[config.mk]
export PLATFORM = sky130hd
export DESIGN_NAME = neuromorphic_x1_arbiter_flat
export DESIGN_NICKNAME = d
export VERILOG_FILES = /design/src/rtl/neuromorphic_x1_arbiter_pkg.sv /design/src/rtl/neuromorphic_x1_arbiter_if.sv /design/src/rtl/neuromorphic_x1_rr_arb.sv /design/src/rtl/neuromorphic_x1_arbiter.sv /design/src/flat_wrapper.sv
export SDC_FILE = /design/constraint.sdc
export NUM_CORES = 1
export LEC_CHECK = 0
export ABC_CLOCK_PERIOD_IN_PS = 2700
export BUFFER_PORTS_ARGS = -buffer_cell sky130_fd_sc_hd__buf_2
export CORE_MARGIN = 2
export CORE_UTILIZATION = 35
export DETAILED_ROUTE_END_ITERATION = 10
export MAX_ROUTING_LAYER = met4
export PLACE_DENSITY_LB_ADDON = 0.12
export SYNTH_ARGS = -nofsm -noshare
export SYNTH_HDL_FRONTEND = slang
export SYNTH_HIERARCHICAL = 1
export SYNTH_SLANG_ARGS = --single-unit
[constraint.sdc]
create_clock -name CLKin -period 2.7 [get_ports CLKin]
set_input_delay 0.27 -clock CLKin [delete_from_list [all_inputs] [get_ports CLKin]]
set_output_delay 0.27 -clock CLKin [all_outputs]
set_load 0.1 [all_outputs]
[src/rtl/neuromorphic_x1_arbiter_pkg.sv]
// Shared types, DI field layout and the DI packing helper for the NEUROMORPHIC_X1 arbiter.
package neuromorphic_x1_pkg;

  typedef enum logic [1:0] {
    ST_IDLE   = 2'd0,
    ST_ISSUE  = 2'd1,
    ST_REJECT = 2'd2,
    ST_GAP    = 2'd3
  } arb_state_t;

  localparam int ROW_MSB   = 29;
  localparam int ROW_LSB   = 25;
  localparam int COL_MSB   = 24;
  localparam int COL_LSB   = 20;
  localparam int DATA_W    = 8;
  localparam int DEPTH_DEF = 32;

  // Macro write word: row in [29:25], col in [24:20], data in [7:0], rest zero.
  function automatic logic [31:0] pack_di(input logic [4:0] row,
                                          input logic [4:0] col,
                                          input logic [DATA_W-1:0] data);
    logic [31:0] w;
    w = '0;
    w[ROW_MSB:ROW_LSB] = row;
    w[COL_MSB:COL_LSB] = col;
    w[DATA_W-1:0]      = data;
    return w;
  endfunction

endpackage

[src/rtl/neuromorphic_x1_arbiter_if.sv]
// Requester, macro and status signals of the arbiter; slave = arbiter side, master = environment.
interface neuromorphic_x1_arbiter_if;
  import neuromorphic_x1_pkg::*;

  // Requester handshake: req is a level held until the one-cycle ack or err pulse
  // for that requester; rdata is valid with a read ack and held until the next read.
  logic [1:0]  req;
  logic [1:0]  we;
  logic [9:0]  row;
  logic [9:0]  col;
  logic [15:0] wdata;
  logic [1:0]  ack;
  logic [1:0]  err;
  logic [7:0]  rdata;

  logic        mac_en;
  logic        mac_r_wb;
  logic [31:0] mac_di;
  logic [31:0] mac_ad;
  logic [3:0]  mac_sel;
  logic [31:0] mac_do;
  logic        mac_ack;

  logic [5:0]  occupancy;
  logic        busy;
  logic        gnt_id;
  arb_state_t  dbg_state;

  modport slave (
    input  req, we, row, col, wdata, mac_do, mac_ack,
    output ack, err, rdata, mac_en, mac_r_wb, mac_di, mac_ad, mac_sel,
           occupancy, busy, gnt_id, dbg_state
  );

  modport master (
    output req, we, row, col, wdata, mac_do, mac_ack,
    input  ack, err, rdata, mac_en, mac_r_wb, mac_di, mac_ad, mac_sel,
           occupancy, busy, gnt_id, dbg_state
  );

endinterface

[src/rtl/neuromorphic_x1_rr_arb.sv]
// Two-way round-robin: combinational grant, pointer moves to the loser when upd_i strobes.
module neuromorphic_x1_rr_arb (
  input  logic       clk_i,
  input  logic       rst_i,
  input  logic [1:0] req_i,
  input  logic       upd_i,
  output logic       gnt_o,
  output logic       valid_o
);

  logic ptr_q, ptr_d;

  always_comb begin
    valid_o = |req_i;
    gnt_o   = (req_i == 2'b11) ? ptr_q : req_i[1];
    ptr_d   = ptr_q;
    if (upd_i && valid_o) ptr_d = ~gnt_o;
  end

  always_ff @(posedge clk_i or posedge rst_i) begin
    if (rst_i) ptr_q <= 1'b0;
    else       ptr_q <= ptr_d;
  end

endmodule

[src/rtl/neuromorphic_x1_arbiter.sv]
// Schedules host / inference requests onto the single NEUROMORPHIC_X1 macro port,
// tracking macro queue occupancy, rejecting impossible operations and timing out stalls.
module neuromorphic_x1_arbiter
  import neuromorphic_x1_pkg::*;
#(
  parameter int DEPTH       = DEPTH_DEF,
  parameter int TIMEOUT_CYC = 2048,
  parameter int GAP_CYC     = 1
) (
  input  logic                      CLKin,
  input  logic                      RSTin,
  neuromorphic_x1_arbiter_if.slave  bus
);

  localparam int TO_W  = (TIMEOUT_CYC > 2) ? $clog2(TIMEOUT_CYC) : 1;
  localparam int GAP_W = (GAP_CYC > 2) ? $clog2(GAP_CYC) : 1;

  arb_state_t       state_q, state_d;
  logic             gnt_q, gnt_d;
  logic             we_q, we_d;
  logic [31:0]      di_q, di_d;
  logic             en_q, en_d;
  logic             rwb_q, rwb_d;
  logic [3:0]       sel_q, sel_d;
  logic [1:0]       ack_q, ack_d;
  logic [1:0]       err_q, err_d;
  logic [7:0]       rdata_q, rdata_d;
  logic [5:0]       occ_q, occ_d;
  logic [TO_W-1:0]  to_cnt_q, to_cnt_d;
  logic [GAP_W-1:0] gap_cnt_q, gap_cnt_d;

  logic       arb_gnt, arb_valid, arb_upd;
  logic       w_we;
  logic [4:0] w_row, w_col;
  logic [7:0] w_data;
  logic       unused_do;

  assign arb_upd   = (state_q == ST_IDLE);
  assign unused_do = ^bus.mac_do[31:DATA_W];

  neuromorphic_x1_rr_arb u_rr (
    .clk_i   (CLKin),
    .rst_i   (RSTin),
    .req_i   (bus.req),
    .upd_i   (arb_upd),
    .gnt_o   (arb_gnt),
    .valid_o (arb_valid)
  );

  always_comb begin
    w_we   = bus.we[arb_gnt];
    w_row  = arb_gnt ? bus.row[9:5]    : bus.row[4:0];
    w_col  = arb_gnt ? bus.col[9:5]    : bus.col[4:0];
    w_data = arb_gnt ? bus.wdata[15:8] : bus.wdata[7:0];
  end

  always_comb begin
    state_d   = state_q;
    gnt_d     = gnt_q;
    we_d      = we_q;
    di_d      = di_q;
    en_d      = en_q;
    rwb_d     = rwb_q;
    sel_d     = sel_q;
    ack_d     = 2'b00;
    err_d     = 2'b00;
    rdata_d   = rdata_q;
    occ_d     = occ_q;
    to_cnt_d  = to_cnt_q;
    gap_cnt_d = gap_cnt_q;

    case (state_q)
      ST_IDLE: begin
        if (arb_valid) begin
          gnt_d    = arb_gnt;
          we_d     = w_we;
          di_d     = pack_di(w_row, w_col, w_data);
          to_cnt_d = '0;
          if ((w_we && occ_q == 6'(DEPTH)) || (!w_we && occ_q == 6'd0)) begin
            state_d = ST_REJECT;
          end else begin
            state_d = ST_ISSUE;
            en_d    = 1'b1;
            rwb_d   = ~w_we;
            sel_d   = 4'hF;
          end
        end
      end

      ST_ISSUE: begin
        if (bus.mac_ack) begin
          en_d      = 1'b0;
          rwb_d     = 1'b0;
          sel_d     = 4'h0;
          ack_d     = gnt_q ? 2'b10 : 2'b01;
          gap_cnt_d = '0;
          state_d   = ST_GAP;
          if (!we_q) begin
            rdata_d = bus.mac_do[DATA_W-1:0];
            if (occ_q != 6'd0) occ_d = occ_q - 6'd1;
          end else if (occ_q != 6'(DEPTH)) begin
            occ_d = occ_q + 6'd1;
          end
        end else if (to_cnt_q == TO_W'(TIMEOUT_CYC - 1)) begin
          // Abort: the macro state is unknown, so occupancy is left as it was.
          en_d      = 1'b0;
          rwb_d     = 1'b0;
          sel_d     = 4'h0;
          err_d     = gnt_q ? 2'b10 : 2'b01;
          gap_cnt_d = '0;
          state_d   = ST_GAP;
        end else begin
          to_cnt_d = to_cnt_q + 1'b1;
        end
      end

      ST_REJECT: begin
        err_d   = gnt_q ? 2'b10 : 2'b01;
        state_d = ST_IDLE;
      end

      ST_GAP: begin
        if (gap_cnt_q == GAP_W'(GAP_CYC - 1)) state_d = ST_IDLE;
        else                                  gap_cnt_d = gap_cnt_q + 1'b1;
      end

      default: state_d = ST_IDLE;
    endcase
  end

  always_ff @(posedge CLKin or posedge RSTin) begin
    if (RSTin) begin
      state_q   <= ST_IDLE;
      gnt_q     <= 1'b0;
      we_q      <= 1'b0;
      di_q      <= '0;
      en_q      <= 1'b0;
      rwb_q     <= 1'b0;
      sel_q     <= 4'h0;
      ack_q     <= 2'b00;
      err_q     <= 2'b00;
      rdata_q   <= 8'h00;
      occ_q     <= 6'd0;
      to_cnt_q  <= '0;
      gap_cnt_q <= '0;
    end else begin
      state_q   <= state_d;
      gnt_q     <= gnt_d;
      we_q      <= we_d;
      di_q      <= di_d;
      en_q      <= en_d;
      rwb_q     <= rwb_d;
      sel_q     <= sel_d;
      ack_q     <= ack_d;
      err_q     <= err_d;
      rdata_q   <= rdata_d;
      occ_q     <= occ_d;
      to_cnt_q  <= to_cnt_d;
      gap_cnt_q <= gap_cnt_d;
    end
  end

  assign bus.ack       = ack_q;
  assign bus.err       = err_q;
  assign bus.rdata     = rdata_q;
  assign bus.mac_en    = en_q;
  assign bus.mac_r_wb  = rwb_q;
  assign bus.mac_di    = di_q;
  assign bus.mac_ad    = di_q;
  assign bus.mac_sel   = sel_q;
  assign bus.occupancy = occ_q;
  assign bus.busy      = (state_q != ST_IDLE);
  assign bus.gnt_id    = gnt_q;
  assign bus.dbg_state = state_q;

endmodule

[src/flat_wrapper.sv]
// flat-port wrapper written by rule: the top's interface ports become plain ports
module neuromorphic_x1_arbiter_flat import neuromorphic_x1_pkg::*;
#(
  parameter int DEPTH       = DEPTH_DEF,
  parameter int TIMEOUT_CYC = 2048,
  parameter int GAP_CYC     = 1
)
  (CLKin, RSTin, bus_req, bus_we, bus_row, bus_col, bus_wdata, bus_mac_do, bus_mac_ack, bus_ack, bus_err, bus_rdata, bus_mac_en, bus_mac_r_wb, bus_mac_di, bus_mac_ad, bus_mac_sel, bus_occupancy, bus_busy, bus_gnt_id, bus_dbg_state);
  neuromorphic_x1_arbiter_if bus_i ();
  input  logic CLKin;
  input  logic RSTin;
  input wire logic [$bits(bus_i.req)-1:0] bus_req;
  input wire logic [$bits(bus_i.we)-1:0] bus_we;
  input wire logic [$bits(bus_i.row)-1:0] bus_row;
  input wire logic [$bits(bus_i.col)-1:0] bus_col;
  input wire logic [$bits(bus_i.wdata)-1:0] bus_wdata;
  input wire logic [$bits(bus_i.mac_do)-1:0] bus_mac_do;
  input wire logic [$bits(bus_i.mac_ack)-1:0] bus_mac_ack;
  output wire logic [$bits(bus_i.ack)-1:0] bus_ack;
  output wire logic [$bits(bus_i.err)-1:0] bus_err;
  output wire logic [$bits(bus_i.rdata)-1:0] bus_rdata;
  output wire logic [$bits(bus_i.mac_en)-1:0] bus_mac_en;
  output wire logic [$bits(bus_i.mac_r_wb)-1:0] bus_mac_r_wb;
  output wire logic [$bits(bus_i.mac_di)-1:0] bus_mac_di;
  output wire logic [$bits(bus_i.mac_ad)-1:0] bus_mac_ad;
  output wire logic [$bits(bus_i.mac_sel)-1:0] bus_mac_sel;
  output wire logic [$bits(bus_i.occupancy)-1:0] bus_occupancy;
  output wire logic [$bits(bus_i.busy)-1:0] bus_busy;
  output wire logic [$bits(bus_i.gnt_id)-1:0] bus_gnt_id;
  output wire logic [$bits(bus_i.dbg_state)-1:0] bus_dbg_state;
  assign bus_i.req = bus_req;
  assign bus_i.we = bus_we;
  assign bus_i.row = bus_row;
  assign bus_i.col = bus_col;
  assign bus_i.wdata = bus_wdata;
  assign bus_i.mac_do = bus_mac_do;
  assign bus_i.mac_ack = bus_mac_ack;
  assign bus_ack = bus_i.ack;
  assign bus_err = bus_i.err;
  assign bus_rdata = bus_i.rdata;
  assign bus_mac_en = bus_i.mac_en;
  assign bus_mac_r_wb = bus_i.mac_r_wb;
  assign bus_mac_di = bus_i.mac_di;
  assign bus_mac_ad = bus_i.mac_ad;
  assign bus_mac_sel = bus_i.mac_sel;
  assign bus_occupancy = bus_i.occupancy;
  assign bus_busy = bus_i.busy;
  assign bus_gnt_id = bus_i.gnt_id;
  assign bus_dbg_state = bus_i.dbg_state;
  neuromorphic_x1_arbiter #(.DEPTH(DEPTH), .TIMEOUT_CYC(TIMEOUT_CYC), .GAP_CYC(GAP_CYC)) u_core (.CLKin(CLKin), .RSTin(RSTin), .bus(bus_i));
endmodule
==> metrics.md, run 1 <==
| Metric | Value |
|---|---|
| Antenna Nets Post-Route | 0 |
| Share of post-route cells with drive strength above 1 | 0.3507 |
| Number of global-route vias before repair | 2,288 |
| Pin count of the biggest net entering global routing | 37 |
| Clock Tree Buf Depth | 2 |
| Routed vias/inst | between 4 and 5 |
| Outcome | complete, no violations |
| Synth Instances | 328 |
| Die ar. | 9985 um^2 |
| Post-route DRC | 0 |
| Clock skew | 0.008418 ns |
| CP Capture Type | flip-flop |
| Overflow after GRT | 0 |
| Yosys warnings | 6 |
| Final nets | 506 |
| Fin crit share | 0.8580 |
| WL per Instance | 13.56 um |
| Clk_lat worst skew | 0.31 ns |
| CTS tree | yes |
| CP max FO | 9 |
| CTS root buf | clkbuf_8 |
| Synthesized area per cell | just under 10 um^2 |
| Post-CTS Resized | 0 |
| Port bufs | 114 |
| Die W | 99.93 um |
| Ys async rst share | 1.000 |
| RSZ-0062 raised after global routing | no |
| Clock sinks | 54 |
| Core box area | 9065 um^2 |
| Post-DP HPWL | 5473 um |
| CP arrival | 2.52 ns |
| Worst path required time | between 2 and 3 ns |
| Fmax | approximately 430 MHz |
| First-pass GRT wire length | 11,520 um |
| Post-synthesis sequential area ratio | 0.4196 |
| Ports | 167 |
| Synth unique cells | 49 |
| Type of origin of the critical path | flip-flop |
| Synth top cells by count | dfrtp_1, buf_4, nand2_1, o21ai_0, mux2i_1 |
| Final hold vios | 0 |
| Starting Density | 0.3553 |
| H-tree Lvls | 2 |
| Yosys reg bits | 54 |
| # diodes | 0 |
| Max-slew violations | 0 |
| Area leader, netlist | dfrtp_1 |
| Die height | approximately 100 um |
| Drt pass-1 iters | 4 |
| Hold Crit Class | primary input to flip-flop |
| Total GRT Usage | 0.1486 |
| CTS clk-pin slew, worst paths | 0.10 ns |
| Fillers | between 900 and 1,000 |
| Syn Std Cell Area | 3221 um^2 |
| P&R area growth vs syn | 17.29% |
| Fin crit period | around 2.3 ns |
| Share of Yosys cell area claimed by the top area cell type | 0.4196 |
| Max_cap viols | 0 |
| Initial DRC Count | 112 |
| Row cnt | 35 |
| Synth Flop Type | dfrtp_1 |
| Post-synth EDFFs | 0 |
| DRT Wirelength | 7227 um |
| Top post-synthesis cells by area | dfrtp_1, buf_4, mux2i_1 |
| TritonCTS Buffers | 5 |
| Gpl congestion | 0.8285 |
| DR vias | 2,498 |
| Most common cell in the netlist | dfrtp_1 |
| Crit path kind | flip-flop to flip-flop |
| Setup violators final | 0 |
| Setup TNS | 0 ns |
| Initial antenna violation count | 0 |
path summary, 6_finish.rpt:
kind / start / endpoint / slack, ns / cells past startpoint
setup reg to reg: u_core/bus.dbg_state[0]$_DFFE_PP0P_ / u_core/to_cnt_q[8]$_DFFE_PP0P_ / 0.38 / 6
hold / removal: bus_req[1] / u_core/u_rr/ptr_q$_DFFE_PP0P_ / 0.17 / 2
min in group asynchronous: RSTin / u_core/u_rr/ptr_q$_DFFE_PP0P_ / 0.37 / 3
setup / recovery: u_core/bus.dbg_state[0]$_DFFE_PP0P_ / u_core/to_cnt_q[8]$_DFFE_PP0P_ / 0.38 / 6
hold reg to reg: u_core/bus.gnt_id$_DFFE_PP0P_ / u_core/bus.ack[0]$_DFF_PP0_ / 0.49 / 1
max in group asynchronous: RSTin / u_core/bus.occupancy[5]$_DFFE_PP0P_ / 1.39 / 4
per-stage QoR:
step                        util  cells  hold WS, ns  area, um^2  worst slack, ns
after global placement    0.4035    524       0.1228        3657           0.4358
after CTS                 0.4167    533       0.1626        3777           0.3698
after detailed placement  0.4035    524       0.1214        3657           0.3676
after floorplan                -    355    -0.001286        3324           0.1581
after global routing      0.4167    533       0.1579        3777           0.2593
final                     0.4167    533       0.1716        3777           0.3833
worst max-delay path, stage by stage (launching register included):
cell	delay, ns
dfrtp_2	0.40
inv_1	0.08
ha_1	0.29
nor2b_1	0.20
or3_4	0.38
or3_1	0.54
o41ai_2	0.33
metal layers:
| metal | global-route usage | vias to the layer above | wire, um |
|---|---|---|---|
| met2 | 0.2313 | 95 | 3330 |
| met3 | 0.02577 | 7 | 437 |
| met5 | - | - | 0 |
| met4 | 0.04531 | 0 | 84 |
| li1 | - | 1252 | - |
| met1 | 0.1997 | 1144 | 3375 |
state kept, by name, summed over array words and instances (netlist names), 2 cells and up:
name                  count
u_core/bus.rdata          8
u_core/bus.dbg_state      2
u_core/bus.occupancy      6
u_core/bus.err            2
u_core/to_cnt_q          11
u_core/bus.mac_ad        18
u_core/bus.ack            2
cell type report:
cell class / count / area (um^2) / area share
clock buffer: 6 / 72.57 / 0.01921
clock inverter: 2 / 37.54 / 0.009937
inverter: 13 / 48.80 / 0.01292
multi-input combinational: 225 / 1493 / 0.3952
sequential: 54 / 1354 / 0.3584
tap: 111 / 138.9 / 0.03677
timing repair buffer: 122 / 633.1 / 0.1676
cells in the final DEF, fill, tap and decap left out, drive strengths merged, types with 2 or more instances in the layout:
master | Yosys | routed
and2 | 4 | 4
o211ai | 5 | 5
nor4 | 2 | 2
inv | 13 | 13
nand3 | 5 | 5
mux2i | 21 | 21
a41oi | 2 | 2
xnor2 | 2 | 2
dfrtp | 54 | 54
xor2 | 4 | 4
nand2 | 34 | 34
or2 | 2 | 2
clkbuf | 9 | 6
or3 | 3 | 3
ha | 9 | 9
buf | 54 | 121
o21ai | 29 | 29
o2111ai | 2 | 2
and4 | 2 | 2
a21oi | 8 | 8
o41ai | 4 | 4
conb | 1 | 28
o31ai | 13 | 13
a31oi | 3 | 3
mux2 | 12 | 12
nand4 | 3 | 3
and3 | 2 | 2
nor2 | 14 | 14
what timing repair did:
item                                   in CTS  in global routing
setup buffers                               0                  0
endpoints found under the hold margin      21                  0
hold buffers                                1                  0
kinds of logic (layout without fill, tap and decap cells):
group | count (synthesis) | count (layout) | share of synthesized area
simple gates | 76 | 76 | 0.1127
buf+inv | 76 | 143 | 0.1519
compound gates | 72 | 72 | 0.1500
flops | 54 | 54 | 0.4196
mux | 33 | 33 | 0.1072
fa+ha+maj | 10 | 10 | 0.04118
xor+xnor | 6 | 6 | 0.01632
other cells | 1 | 28 | 0.001164
Power of run 1 is left out: the tool's default activity adds up to more than one toggle a clock period on the data nets, which glitch-free logic cannot reach.
==> run 2, diff against run 1 <==
--- a/config.mk
+++ b/config.mk
@@ -8,7 +8,7 @@
 export ABC_CLOCK_PERIOD_IN_PS = 2700
 export BUFFER_PORTS_ARGS = -buffer_cell sky130_fd_sc_hd__buf_2
 export CORE_MARGIN = 2
-export CORE_UTILIZATION = 35
+export CORE_UTILIZATION = 30
 export DETAILED_ROUTE_END_ITERATION = 10
 export MAX_ROUTING_LAYER = met4
 export PLACE_DENSITY_LB_ADDON = 0.12
==> run 2 against run 1 <==
Maximum frequency shrank 4.5%; worst setup slack lost 0.11 ns; final cell count grew 4.5%; wire length grew 2.9%; highest routed layer unchanged.
==> metrics.md, run 2 (synthesized netlist as in run 1, its figures left out) <==
| Metric | Value |
|---|---|
| Reg area | 1354 um^2 (unchanged) |
| Final hold vios | 0 (unchanged) |
| Worst R2R Setup Slack | 0.27 ns (-0.11 ns) |
| CP arrival | 2.64 ns (+0.12 ns) |
| FF-to-FF Start | u_core/bus.dbg_state[0]$_DFFE_PP0P_ |
| Clock Tree Buf Depth | 2 (unchanged) |
| Total GRT Usage | 0.1341 (-0.01453) |
| Fin crit period | 2.427 ns (+0.1102 ns) |
| Type of origin of the critical path | flip-flop |
| First-pass GRT wire length | 12,160 um (+5.6%) |
| # diodes | 0 (unchanged) |
| Setup violators final | 0 (unchanged) |
| Pin count of the biggest net entering global routing | 40 (+8.1%) |
| Commonest cells after routing, fill and taps aside | buf_2, dfrtp_1, nand2_1 |
| DRT Wirelength | 7437 um (+2.9%) |
| Fillers | 1,104 (+22%) |
| Post-DP HPWL | 5735 um (+4.8%) |
| Multi-input logic area | 1485 um^2 (-0.50%) |
| Die W | 107.6 um (+7.7%) |
| Gpl congestion | 0.7687 (-7.2%) |
| Share of post-route cells with drive strength above 1 | 0.3515 (+0.0008330) |
| Relative slew margins | 0.6383 |
| Fmax | 412.1 MHz (-4.5%) |
| Post-route DRC | 0 (unchanged) |
| Antenna Nets Post-Route | 0 (unchanged) |
| Max reg flops | 18 (unchanged) |
| Hold Crit Class | primary input to flip-flop |
| Final nets | 505 (-0.20%) |
| Post-route cell area | 3810 um^2 (+0.86%) |
| Routed vias/inst | 4.571 (-2.5%) |
| Worst setup path start | u_core/bus.dbg_state[0]$_DFFE_PP0P_ |
| Setup TNS | 0 ns (unchanged) |
| CTS tree | yes |
| Drt pass-1 iters | 7 (+3) |
| Number of global-route vias before repair | 2,391 (+4.5%) |
| RR Endpoint | u_core/to_cnt_q[9]$_DFFE_PP0P_ |
| Worst R2R Path Depth | 6 (unchanged) |
| Port bufs | 114 (unchanged) |
| Max-slew violations | 0 (unchanged) |
| Core box area | 10,370 um^2 (+14%) |
| Most common cell after layout, fill and taps aside | buf_2 |
| Ports | 167 (unchanged) |
| CTS root buf | clkbuf_8 |
| Worst slew pin tran | 0.5417 ns |
| WL per Instance | 13.35 um (-1.5%) |
| Worst path required time | 2.91 ns (about the same) |
| Placed cell area | 3686 um^2 (+0.79%) |
| DR vias | 2,546 (+1.9%) |
| P&R area growth vs syn | 18.30% |
| Overflow after GRT | 0 (unchanged) |
| Die ar. | 11,580 um^2 (+16%) |
| Setup bufs post-CTS | 0 (unchanged) |
| Starting Density | 0.3106 (-0.04471) |
| Initial antenna violation count | 0 (unchanged) |
| Max_cap viols | 0 (unchanged) |
| CTS clk-pin slew, worst paths | 0.10 ns (about the same) |
| Outcome | complete, no violations |
| CP max FO | 12 (+3) |
| Clk_lat worst skew | 0.31 ns (about the same) |
| Clock sinks | 54 (unchanged) |
| Crit path kind | flip-flop to flip-flop |
| RSZ-0062 raised after global routing | no |
| Initial DRC Count | 126 (+13%) |
| Clock skew | 0.007473 ns (-0.0009452 ns) |
| Row cnt | 37 (+5.7%) |
| CP Capture Type | flip-flop |
| H-tree Lvls | 2 (unchanged) |
| TritonCTS Buffers | 5 (unchanged) |
| Crit path to | u_core/to_cnt_q[9]$_DFFE_PP0P_ |
| Hold slack | 0.1679 ns (-0.003728 ns) |
| Fin crit share | 0.8988 (+0.04081) |
| Die height | 107.6 um (+7.7%) |
## run 2: changes by cell type in the layout (fill, tap and decap cells not counted), sizes merged
cell / before / now
clkinvlp: 1 / 2
clkbuf: 6 / 5
buf: 121 / 120
## run 2: how the worst min path moves through the flow
stage | start | endpoint | cells after the start
final | bus_req[1] | u_core/u_rr/ptr_q$_DFFE_PP0P_ | 2
after global routing | bus_req[1] | u_core/u_rr/ptr_q$_DFFE_PP0P_ | 2
after CTS | bus_req[1] | u_core/u_rr/ptr_q$_DFFE_PP0P_ | 2
after detailed placement | RSTin | u_core/u_rr/ptr_q$_DFFE_PP0P_ | 2
after global placement | RSTin | u_core/u_rr/ptr_q$_DFFE_PP0P_ | 2
after floorplan | RSTin | u_core/u_rr/ptr_q$_DFFE_PP0P_ | 1
## run 2: metal layers
layer	global-route usage	vias to the layer above	part of all wire
li1	-	1254	-
met1	0.1830	1204	0.47
met2	0.2107	84	0.48
met3	0.02300	4	0.051
met4	0.02839	0	0.0075
met5	-	-	0
## run 2: cell type report
| type | instances | area share |
|---|---|---|
| Inverter | 13 | 0.01281 |
| Timing Repair Buffer | 121 | 0.1675 |
| Tap cell | 136 | 0.04466 |
| Sequential cell | 54 | 0.3553 |
| Clock inverter | 3 | 0.01182 |
| Clock buffer | 5 | 0.01806 |
| Multi-Input combinational cell | 225 | 0.3898 |
## run 2: repair_timing
item                      CTS  global route
hold endpoints to repair    1             0
gates resized for setup     0             0
hold buffers                1             0
## run 2: critical path, stage by stage (launching register included)
cell and delay [ns]:
dfrtp_2 0.39, inv_1 0.08, ha_1 0.29, nor2b_1 0.20, or3_4 0.46, or3_1 0.57, o41ai_2 0.33
## run 2: stage by stage
stage / cells / util / setup slack, ns
after global routing: 557 / 0.3674 / 0.1381
after global placement: 548 / 0.3555 / 0.3169
after detailed placement: 548 / 0.3555 / 0.2871
after CTS: 557 / 0.3674 / 0.2615
after floorplan: 355 / - / 0.1581
final: 557 / 0.3674 / 0.2731
Power of run 2 is left out for the same reason.
==> run 3, diff against run 2 <==
--- a/config.mk
+++ b/config.mk
@@ -5,7 +5,6 @@
 export SDC_FILE = /design/constraint.sdc
 export NUM_CORES = 1
 export LEC_CHECK = 0
-export ABC_CLOCK_PERIOD_IN_PS = 2700
 export BUFFER_PORTS_ARGS = -buffer_cell sky130_fd_sc_hd__buf_2
 export CORE_MARGIN = 2
 export CORE_UTILIZATION = 30
==> constraint.sdc (replaced) <==
create_clock -name CLKin -period 2.7 [get_ports CLKin]
set_input_delay 0.405 -clock CLKin [delete_from_list [all_inputs] [get_ports CLKin]]
set_output_delay 0.405 -clock CLKin [all_outputs]
set_load 0.1 [all_outputs]
==> run 3 against run 2 <==
Clock skew decreased by 0.0028 ns; die area did not move; worst setup slack better by 0.0040 ns; register-to-register slack hardly changed; critical path depth stayed put; maximum frequency increased by 0.16%; largest cell class unchanged; global-route usage down 0.32 points; wire length is 1.2% lower; sequential share of layout area is 0.27 points lower.
==> metrics.md, run 3 (synthesized netlist as in run 1, its figures left out) <==
| Metric | Value |
|---|---|
| WL per Instance | 13.19 um (-1.2%) |
| RSZ-0062 raised after global routing | no |
| Number of global-route vias before repair | 2,304 (-3.6%) |
| Crit path kind | flip-flop to flip-flop |
| Max reg flops | 18 (unchanged) |
| Outcome | complete, no violations |
| Dpl cells | 548 (unchanged) |
| Clock sinks | 54 (unchanged) |
| P&R area growth vs syn | 19.19% |
| Die ar. | 11,580 um^2 (unchanged) |
| Multi-input logic area | 1485 um^2 (unchanged) |
| CTS tree | yes |
| Post-DP HPWL | 5621 um (-2.0%) |
| Most common cell after layout, fill and taps aside | buf_2 |
| Starting Density | 0.3106 (unchanged) |
| Commonest cells after routing, fill and taps aside | buf_2, dfrtp_1, nand2_1 |
| Reg area | 1354 um^2 (unchanged) |
| Hold Crit Class | primary input to flip-flop |
| H-tree Lvls | 2 (unchanged) |
| DRT Wirelength | 7347 um (-1.2%) |
| Fin crit share | 0.8974 (-0.001474) |
| Setup bufs post-CTS | 0 (unchanged) |
| # diodes | 0 (unchanged) |
| TritonCTS Buffers | 5 (unchanged) |
| Drt pass-1 iters | 5 (-2) |
| FF-to-FF Start | u_core/bus.dbg_state[0]$_DFFE_PP0P_ |
| Fin crit period | 2.423 ns (-0.003980 ns) |
| Fin util | 0.3702 (+0.002775) |
| Post-route DRC | 0 (unchanged) |
| Initial antenna violation count | 0 (unchanged) |
| CP Cell Sequence | inv_1 > ha_1 > nor2b_1 > or3_4 > or3_1 > o41ai_2 |
| Gpl congestion | 0.7628 (-0.77%) |
| First-pass GRT wire length | 11,630 um (-4.4%) |
| Routed vias/inst | 4.540 (-0.67%) |
| Post-CTS Resized | 0 (unchanged) |
| RR Endpoint | u_core/to_cnt_q[8]$_DFFE_PP0P_ |
| Crit path to | u_core/to_cnt_q[8]$_DFFE_PP0P_ |
| Worst path required time | 2.91 ns (about the same) |
| Ports | 167 (unchanged) |
| Final Non-Filler Cells | 557 (unchanged) |
| Clk_lat worst skew | 0.30 ns (about the same) |
| Clock Tree Buf Depth | 2 (unchanged) |
| Row cnt | 37 (unchanged) |
| DR vias | 2,529 (-0.67%) |
| Final nets | 505 (unchanged) |
| CTS root buf | clkbuf_8 |
| CP Capture Type | flip-flop |
| Max-slew violations | 0 (unchanged) |
| Slowest cell on the critical path | or3_1 |
| CP max FO | 12 (unchanged) |
| Hold_buf cts | 1 (unchanged) |
| Pin count of the biggest net entering global routing | 33 (-18%) |
| Worst setup path start | u_core/bus.dbg_state[0]$_DFFE_PP0P_ |
| Worst R2R Path Depth | 6 (unchanged) |
| Type of origin of the critical path | flip-flop |
| Initial DRC Count | 86 (-32%) |
| Port bufs | 114 (unchanged) |
| Hold Path Cell Cnt | 2 (unchanged) |
| Final hold vios | 0 (unchanged) |
| Setup TNS | 0 ns (unchanged) |
| Overflow after GRT | 0 (unchanged) |
| Die height | 107.6 um (unchanged) |
| Worst R2R Setup Slack | 0.28 ns (about the same) |
| CP arrival | 2.64 ns (about the same) |
| Max incr delay on CP | 0.57 ns (about the same) |
| Core box area | 10,370 um^2 (unchanged) |
| Max_cap viols | 0 (unchanged) |
| Setup violators final | 0 (unchanged) |
| Fillers | 1,082 (-2.0%) |
| Clock skew | 0.004679 ns (-0.002794 ns) |
| CTS clk-pin slew, worst paths | 0.10 ns (about the same) |
| Fmax | 412.7 MHz (+0.16%) |
| Antenna Nets Post-Route | 0 (unchanged) |
| Share of post-route cells with drive strength above 1 | 0.3515 (unchanged) |
| Total GRT Usage | 0.1309 (-0.003176) |
| Die W | 107.6 um (unchanged) |
[run 3: final cells by class]
class / instances / area share
multi-input cells: 225 / 0.3869
well taps: 136 / 0.04433
inverters: 13 / 0.01271
clock buffers: 6 / 0.02151
flip-flops and latches: 54 / 0.3527
clock inverters: 2 / 0.01565
repair buffers: 121 / 0.1662
[run 3: metrics by stage]
step | hold WS [ns] | worst slack, ns | instance area [um^2]
2_1_floorplan | 0.1337 | 0.1581 | 3324
3_3_place_gp | 0.2577 | 0.3358 | 3686
3_5_place_dp | 0.2624 | 0.3089 | 3686
4_1_cts | 0.2970 | 0.2875 | 3839
5_1_grt | 0.2996 | 0.1522 | 3839
6_report | 0.3046 | 0.2771 | 3839
[run 3: worst min-delay path by stage]
stage	from	end	slack, ns
after CTS	bus_req[1]	u_core/u_rr/ptr_q$_DFFE_PP0P_	0.30
after global routing	bus_req[1]	u_core/u_rr/ptr_q$_DFFE_PP0P_	0.30
after global placement	RSTin	u_core/u_rr/ptr_q$_DFFE_PP0P_	0.26
after detailed placement	RSTin	u_core/u_rr/ptr_q$_DFFE_PP0P_	0.26
final	bus_req[1]	u_core/u_rr/ptr_q$_DFFE_PP0P_	0.30
after floorplan	RSTin	u_core/u_rr/ptr_q$_DFFE_PP0P_	0.13
[run 3: routing by layer]
| layer | vias to the layer above | GRT usage | share of wire |
|---|---|---|---|
| li1 | 1256 | - | - |
| met4 | 0 | 0.04945 | 0.021 |
| met5 | - | - | 0 |
| met3 | 11 | 0.02724 | 0.065 |
| met1 | 1154 | 0.1753 | 0.46 |
| met2 | 108 | 0.1954 | 0.45 |
[run 3: worst max-delay path, delay by kind of cell, from the launching register on]
family	cells	cell delay, ns
and+or+nand+nor	3	1.23
DFF	1	0.39
AOI/OAI and AO/OA	1	0.33
adders and majority gates	1	0.30
buffers and inverters	1	0.08
Power of run 3 is left out for the same reason.
